**config.mk**
```make
export PLATFORM = sky130hd
export DESIGN_NAME = ctl_round
export DESIGN_NICKNAME = d
export VERILOG_FILES = /design/src/rtl/dh_pkg.sv /design/src/rtl/frame_timer.sv /design/src/rtl/ctl_round.sv
export SDC_FILE = /design/constraint.sdc
export NUM_CORES = 1
export LEC_CHECK = 0
export BUFFER_PORTS_ARGS = -buffer_cell sky130_fd_sc_hd__buf_4
export CORE_UTILIZATION = 40
export DETAILED_ROUTE_END_ITERATION = 6
export GPL_TIMING_DRIVEN = 0
export PLACE_DENSITY = 0.65
export SLEW_MARGIN = 0
export SYNTH_ARGS = -nofsm -noshare
export SYNTH_HDL_FRONTEND = slang
export SYNTH_SLANG_ARGS = --single-unit
```
**constraint.sdc**
```tcl
create_clock -name clk -period 6.5 [get_ports clk]
set_input_delay 1.95 -clock clk [delete_from_list [all_inputs] [get_ports clk]]
set_output_delay 1.95 -clock clk [all_outputs]
set_load 0.02 [all_outputs]
```
**src/rtl/dh_pkg.sv**
```systemverilog
// Shared types and defaults for the Duck Hunt round sequencer.
package dh_pkg;

   typedef enum logic [2:0] {
      IDLE,
      INTRO,
      LAUNCH,
      FLIGHT,
      RESULT,
      ROUND_END,
      GAME_OVER
   } round_state_t;

   localparam int FRAME_CNT_W = 9;

   localparam int DEF_DUCKS_PER_ROUND = 10;
   localparam int DEF_PASS_HITS       = 6;
   localparam int DEF_ROUNDS          = 5;
   localparam int DEF_SHOTS_PER_DUCK  = 3;
   localparam int DEF_INTRO_FRAMES    = 120;
   localparam int DEF_FLIGHT_FRAMES   = 300;
   localparam int DEF_RESULT_FRAMES   = 60;

   // Increment that sticks at lim instead of wrapping.
   function automatic logic [3:0] sat_inc4(input logic [3:0] v, input logic [3:0] lim);
      return (v >= lim) ? v : v + 4'd1;
   endfunction

endpackage

```
**src/rtl/frame_timer.sv**
```systemverilog
// Frame down-counter shared by all timed states of the round sequencer.
// load has priority over tick; expired is high while the count sits at zero.
module frame_timer
   import dh_pkg::*;
(
   input  logic                   clk,
   input  logic                   rst,
   input  logic                   load,
   input  logic [FRAME_CNT_W-1:0] load_val,
   input  logic                   tick,
   output logic                   expired
);

   logic [FRAME_CNT_W-1:0] cnt_q;
   logic [FRAME_CNT_W-1:0] cnt_d;

   // Next count: reload on state entry, otherwise count frames down to zero.
   always_comb begin
      cnt_d = cnt_q;
      if (load) begin
         cnt_d = load_val;
      end else if (tick && (cnt_q != '0)) begin
         cnt_d = cnt_q - 1'b1;
      end
   end

   // Count register.
   always_ff @(posedge clk or posedge rst) begin
      if (rst) cnt_q <= '0;
      else     cnt_q <= cnt_d;
   end

   assign expired = (cnt_q == '0);

endmodule

```
**src/rtl/ctl_round.sv**
```systemverilog
// Duck Hunt game-round sequencer: launches ducks, bounds their flight, counts
// shots and hits, and ends rounds. All outputs are registered.
//
//  state     | meaning
//  ----------+----------------------------------------------------------
//  IDLE      | waiting for start; overlay shown
//  INTRO     | round intro screen, timed by INTRO_FRAMES
//  LAUNCH    | one cycle: request a new duck, clear shot counter
//  FLIGHT    | duck in the air; hit, shots or timeout end it
//  RESULT    | gap after a duck's outcome, timed by RESULT_FRAMES
//  ROUND_END | one cycle: judge the round
//  GAME_OVER | counters frozen, looser shows outcome; start returns to IDLE
module ctl_round
   import dh_pkg::*;
#(
   parameter int DUCKS_PER_ROUND = DEF_DUCKS_PER_ROUND,
   parameter int PASS_HITS       = DEF_PASS_HITS,
   parameter int ROUNDS          = DEF_ROUNDS,
   parameter int SHOTS_PER_DUCK  = DEF_SHOTS_PER_DUCK,
   parameter int INTRO_FRAMES    = DEF_INTRO_FRAMES,
   parameter int FLIGHT_FRAMES   = DEF_FLIGHT_FRAMES,
   parameter int RESULT_FRAMES   = DEF_RESULT_FRAMES
) (
   input  logic       clk,
   input  logic       rst,
   input  logic       new_frame,
   input  logic       start,
   input  logic       pause_sw,
   input  logic       hit,
   input  logic       shot_fired,
   output logic       duck_launch,
   output logic       duck_abort,
   output logic       ammo_reload,
   output logic       overlay_pause,
   output logic       looser,
   output logic [3:0] round_num,
   output logic [3:0] duck_idx,
   output logic [3:0] ducks_hit
);

   round_state_t state_q, state_d;
   logic [3:0]   shot_q, shot_d;
   logic [3:0]   duck_idx_q, duck_idx_d;
   logic [3:0]   round_q, round_d;
   logic [3:0]   hits_q, hits_d;
   logic         looser_q, looser_d;
   logic         overlay_q, overlay_d;
   logic         launch_q, launch_d;
   logic         abort_q, abort_d;
   logic         reload_q, reload_d;

   logic                   timer_load;
   logic [FRAME_CNT_W-1:0] timer_val;
   logic                   timer_expired;

   frame_timer u_frame_timer (
      .clk      (clk),
      .rst      (rst),
      .load     (timer_load),
      .load_val (timer_val),
      .tick     (new_frame & ~pause_sw),
      .expired  (timer_expired)
   );

   // Sequencing: one transition per cycle, everything frozen while paused.
   always_comb begin
      state_d    = state_q;
      shot_d     = shot_q;
      duck_idx_d = duck_idx_q;
      round_d    = round_q;
      hits_d     = hits_q;
      looser_d   = looser_q;
      launch_d   = 1'b0;
      abort_d    = 1'b0;
      reload_d   = 1'b0;
      if (!pause_sw) begin
         case (state_q)
            IDLE: begin
               if (start) begin
                  state_d    = INTRO;
                  duck_idx_d = 4'd0;
                  hits_d     = 4'd0;
                  round_d    = 4'd1;
                  reload_d   = 1'b1;
               end
            end
            INTRO: begin
               if (timer_expired) state_d = LAUNCH;
            end
            LAUNCH: begin
               launch_d = 1'b1;
               shot_d   = 4'd0;
               state_d  = FLIGHT;
            end
            FLIGHT: begin
               // hit outranks a same-cycle shot, which outranks the timeout
               if (hit) begin
                  hits_d  = sat_inc4(hits_q, 4'(DUCKS_PER_ROUND));
                  state_d = RESULT;
               end else if (shot_fired) begin
                  shot_d = shot_q + 4'd1;
                  if ((shot_q + 4'd1) >= 4'(SHOTS_PER_DUCK)) begin
                     abort_d = 1'b1;
                     state_d = RESULT;
                  end
               end else if (timer_expired) begin
                  abort_d = 1'b1;
                  state_d = RESULT;
               end
            end
            RESULT: begin
               if (timer_expired) begin
                  if (duck_idx_q < 4'(DUCKS_PER_ROUND - 1)) begin
                     duck_idx_d = duck_idx_q + 4'd1;
                     reload_d   = 1'b1;
                     state_d    = LAUNCH;
                  end else begin
                     state_d = ROUND_END;
                  end
               end
            end
            ROUND_END: begin
               if (hits_q < 4'(PASS_HITS)) begin
                  looser_d = 1'b1;
                  state_d  = GAME_OVER;
               end else if (round_q == 4'(ROUNDS)) begin
                  looser_d = 1'b0;
                  state_d  = GAME_OVER;
               end else begin
                  round_d    = round_q + 4'd1;
                  duck_idx_d = 4'd0;
                  hits_d     = 4'd0;
                  reload_d   = 1'b1;
                  state_d    = INTRO;
               end
            end
            GAME_OVER: begin
               if (start) state_d = IDLE;
            end
            default: state_d = IDLE;
         endcase
      end
      if (state_d != GAME_OVER) looser_d = 1'b0;
      overlay_d = pause_sw | (state_d inside {IDLE, INTRO});
   end

   // Timer reload on entry to any timed state, with that state's duration.
   always_comb begin
      timer_load = (state_d != state_q) && (state_d inside {INTRO, FLIGHT, RESULT});
      case (state_d)
         INTRO:   timer_val = FRAME_CNT_W'(INTRO_FRAMES);
         FLIGHT:  timer_val = FRAME_CNT_W'(FLIGHT_FRAMES);
         RESULT:  timer_val = FRAME_CNT_W'(RESULT_FRAMES);
         default: timer_val = '0;
      endcase
   end

   // State, counters and registered outputs.
   always_ff @(posedge clk or posedge rst) begin
      if (rst) begin
         state_q    <= IDLE;
         shot_q     <= 4'd0;
         duck_idx_q <= 4'd0;
         round_q    <= 4'd1;
         hits_q     <= 4'd0;
         looser_q   <= 1'b0;
         overlay_q  <= 1'b1;
         launch_q   <= 1'b0;
         abort_q    <= 1'b0;
         reload_q   <= 1'b0;
      end else begin
         state_q    <= state_d;
         shot_q     <= shot_d;
         duck_idx_q <= duck_idx_d;
         round_q    <= round_d;
         hits_q     <= hits_d;
         looser_q   <= looser_d;
         overlay_q  <= overlay_d;
         launch_q   <= launch_d;
         abort_q    <= abort_d;
         reload_q   <= reload_d;
      end
   end

   assign duck_launch   = launch_q;
   assign duck_abort    = abort_q;
   assign ammo_reload   = reload_q;
   assign overlay_pause = overlay_q;
   assign looser        = looser_q;
   assign round_num     = round_q;
   assign duck_idx      = duck_idx_q;
   assign ducks_hit     = hits_q;

endmodule
```
==> results.md <==
- Post-Syn Area: roughly 2300 sq um
- Slew HR: around 46%
- Slew Limit Fails: 0
- Flops & latches, synth: 33
- Post-layout min period: approximately 4.0 ns
- Mux cell area share after synthesis: 1.81%
- Post-synthesis compound-gate area fraction: a little under a quarter
- Vias: around 2.0k
- Commonest non-fill, non-tap cell in the layout: dfrtp_1
- Cell family with most CP delay: compound AO/OA/AOI/OAI gates
- Die height: between 70 and 80 microns
- First-pass GRT wire length: slightly above 9000 microns
- Synth Area in Simple Gates: 23.2%
- Final core utilization: a little under half
- Antenna cell count: 0
- Cts hold-fix bufs: 0
- Dpl cells: roughly 340
- Syn Inst Count: ~250
- Detailed Place HPWL: ~3800 microns
- Peak VDD IR: between 150 and 200 uV
- FMAX: ~0.25 GHz
- Failing checks: DRC
- DR iter-0 viols: 157
- Largest family of logic cells by synthesized area: simple AND/OR/NAND/NOR gates
- Commonest cells after routing, fill and taps aside: dfrtp_1, nor2_1, nand2_1, buf_4, o21ai_0
- RSZ-0062 raised after global routing: false
- Worst Max-Slew Pin Slew: roughly 0.8 ns
- IO Pins: 24
- Crit path buf inv count: 2
- TritonCTS clock tree: built
- Status: finished, violations left
- H-tree levels: 2
- TNS Setup: 0 ns
- Crit-path max cell delay: 0.64 ns
- Fraction of layout cells with a size suffix above 1: ~22%
- Seq/Total Area, Yosys: a little over a third
- Clock transition at path regs: approximately 0.07 ns
- Drt pass-1 iters: 6
- WL per Instance: between 15 and 20 microns
- IO Port Bufs: 23
- Number of vias per cell: ~5.6
- Max Buffers Root-to-Sink: 2
- Synth-to-Final Area Change: 16.0%
- CP endpoint kind: register
- CTS root buf: clkbuf_8
- Synth Area in Adders: under 10%
- DIE WIDTH: about 77 microns
- Clock Skews: 0.00404 ns
- Final Hold Viols: 0
- WL final: about 5300 microns
- XOR/XNOR Fraction of Synth Area: under 10%
- Type of origin of the critical path: input pin
- Crit path DAT: 4.22 ns
- Synth cell types: ~60
- Slowest CP cell: a211oi_1
- Critical path fanouts, max: 7
- Post-CTS setup buffers: 0
- Post-Layout Cell Count: ~350
- PD cells: between 300 and 400 nW/um^2
- Vias in the first global route: between 1.5k and 2k
- CTS Buf Count: 5
- DP Worst Slack: 2.15 ns
- Clock sink total: 33
- Sequence of cells on the critical path: buf_4 > inv_1 > or2b_2 > a211oi_1 > a31oi_1 > a211oi_1 > o21a_2 > a31oi_1 > o32a_1
- GR Util All Layers: between 10% and 20%
- HP Class: register to register
- Final setup fails: 0
- Row count: 27
- Core area: ~5500 sq um
- Fin crit share: approximately 62%
- Final Wtd Congestion: between 0.9 and 1
- WHS: 0.545 ns
- Worst Setup Slack, final: between 2 and 2.5 ns
- Lkg Pwr: 1.16 nW
- Clk_lat worst skew: 0.29 ns
- Final Net Count: 296
- Synthesized area per cell: 9.15 sq um
- EDFF count, synth: 0
- Residual DRC: 2
- FFs w/ async S/R, synth: 100%
- Largest net degree at the start of global routing: 34
- Grt total ovfl: 0
- PostCTS Resize Cnt: 0
- Die Footprint: between 6000 and 7000 sq um
- Most used DFF post-synth: dfrtp_1
- Critical path type: input pin to register
- Post-Syn Nets: between 200 and 300
- Initial antenna violation count: 0
- Max Cap Viol: 0
- Ys Warns: 0
- Initial core utilization: around 41%
- CP required: between 6 and 7 ns
- ANT nets after route: 0
[metrics by stage]
stage	cell area, sq um	power, mW
floorplan	2280	0.700
global placement	2540	0.819
detailed placement	2540	0.826
CTS	2640	1.00
global route	2640	1.09
finish	2640	1.00
[kinds of logic after synthesis]
logic type | count (synthesis)
xor+xnor | 9
fa+ha+maj | 10
buf+inv | 21
compound gates | 72
simple gates | 100
flops | 33
mux | 4
[cell usage after synthesis (3+ instances only)]
cell type | n | area share, %
nor2_1 | 27 | 4.4
nand3_1 | 5 | 1.1
buf_6 | 3 | 1.5
nand2_1 | 23 | 3.8
o21ai_0 | 14 | 3.1
a21oi_1 | 12 | 2.6
or2b_2 | 4 | 1.5
xor2_1 | 5 | 1.9
a31oi_1 | 5 | 1.4
o211ai_1 | 4 | 1.3
xnor2_1 | 4 | 1.5
mux2i_1 | 3 | 1.3
nor4_1 | 4 | 1.1
nor3_1 | 11 | 2.4
nand2b_1 | 6 | 1.6
clkbuf_1 | 3 | 0.49
inv_1 | 10 | 1.6
a21o_1 | 3 | 0.99
dfrtp_1 | 31 | 34
ha_1 | 10 | 5.5
nand3b_1 | 4 | 1.3
a211oi_1 | 3 | 0.99
clkbuf_8 | 5 | 3.0
a41oi_1 | 4 | 1.5
[routing by layer]
metal / track usage [%] / part of all wire (%) / vias up
met4: 8.11 / 1.6 / 0
met5: 0 / 0 / -
li1: - / - / 969
met1: 26.1 / 48 / 956
met3: 3.18 / 3.2 / 8
met2: 31.6 / 47 / 42
[cell type report]
| cell class | instances | area (sq um) |
|---|---|---|
| clock buffers | 7 | 96.3 |
| well taps | 72 | 90.1 |
| flip-flops and latches | 33 | 828 |
| repair buffers | 23 | 173 |
| fillers | 539 | 2860 |
| plain buffers | 11 | 114 |
| multi-input cells | 195 | 1300 |
| inverters | 10 | 37.5 |
| clock inverters | 1 | 5.00 |
[final timing paths]
check                                              startpoint                                  to  slack, ns  cells past startpoint
setup / recovery                                     pause_sw  u_frame_timer.cnt_q[8]$_DFFE_PP0P_       2.46                      9
hold / removal                       round_num[0]$_DFFE_PP1P_            round_num[0]$_DFFE_PP1P_       0.54                      2
setup reg to reg           u_frame_timer.cnt_q[4]$_DFFE_PP0P_  u_frame_timer.cnt_q[8]$_DFFE_PP0P_       3.35                      9
hold reg to reg                      round_num[0]$_DFFE_PP1P_            round_num[0]$_DFFE_PP1P_       0.54                      2
max in group asynchronous                                 rst             duck_idx[0]$_DFFE_PP0P_       4.26                      2
min in group asynchronous                                 rst  u_frame_timer.cnt_q[6]$_DFFE_PP0P_       1.78                      2
[state kept, by name, indices dropped and copies added, names as in the netlist, 3 cells and up]
name                 cells
ducks_hit                4
shot_q                   4
duck_idx                 4
state_q                  3
round_num                4
u_frame_timer.cnt_q      9
[power breakdown]
part | internal (mW) | switching (mW)
combinational | 0.221 | 0.283
sequential | 0.264 | 0.0601
clock | 0.0957 | 0.0784
total | 0.581 | 0.421
[tightest hold or removal path: stages, from the launching register on]
cell	delay, ns
dfstp_2	0.40
nor2_1	0.10
a21oi_1	0.05
No activity file was read; power rests on OpenSTA's default activity.
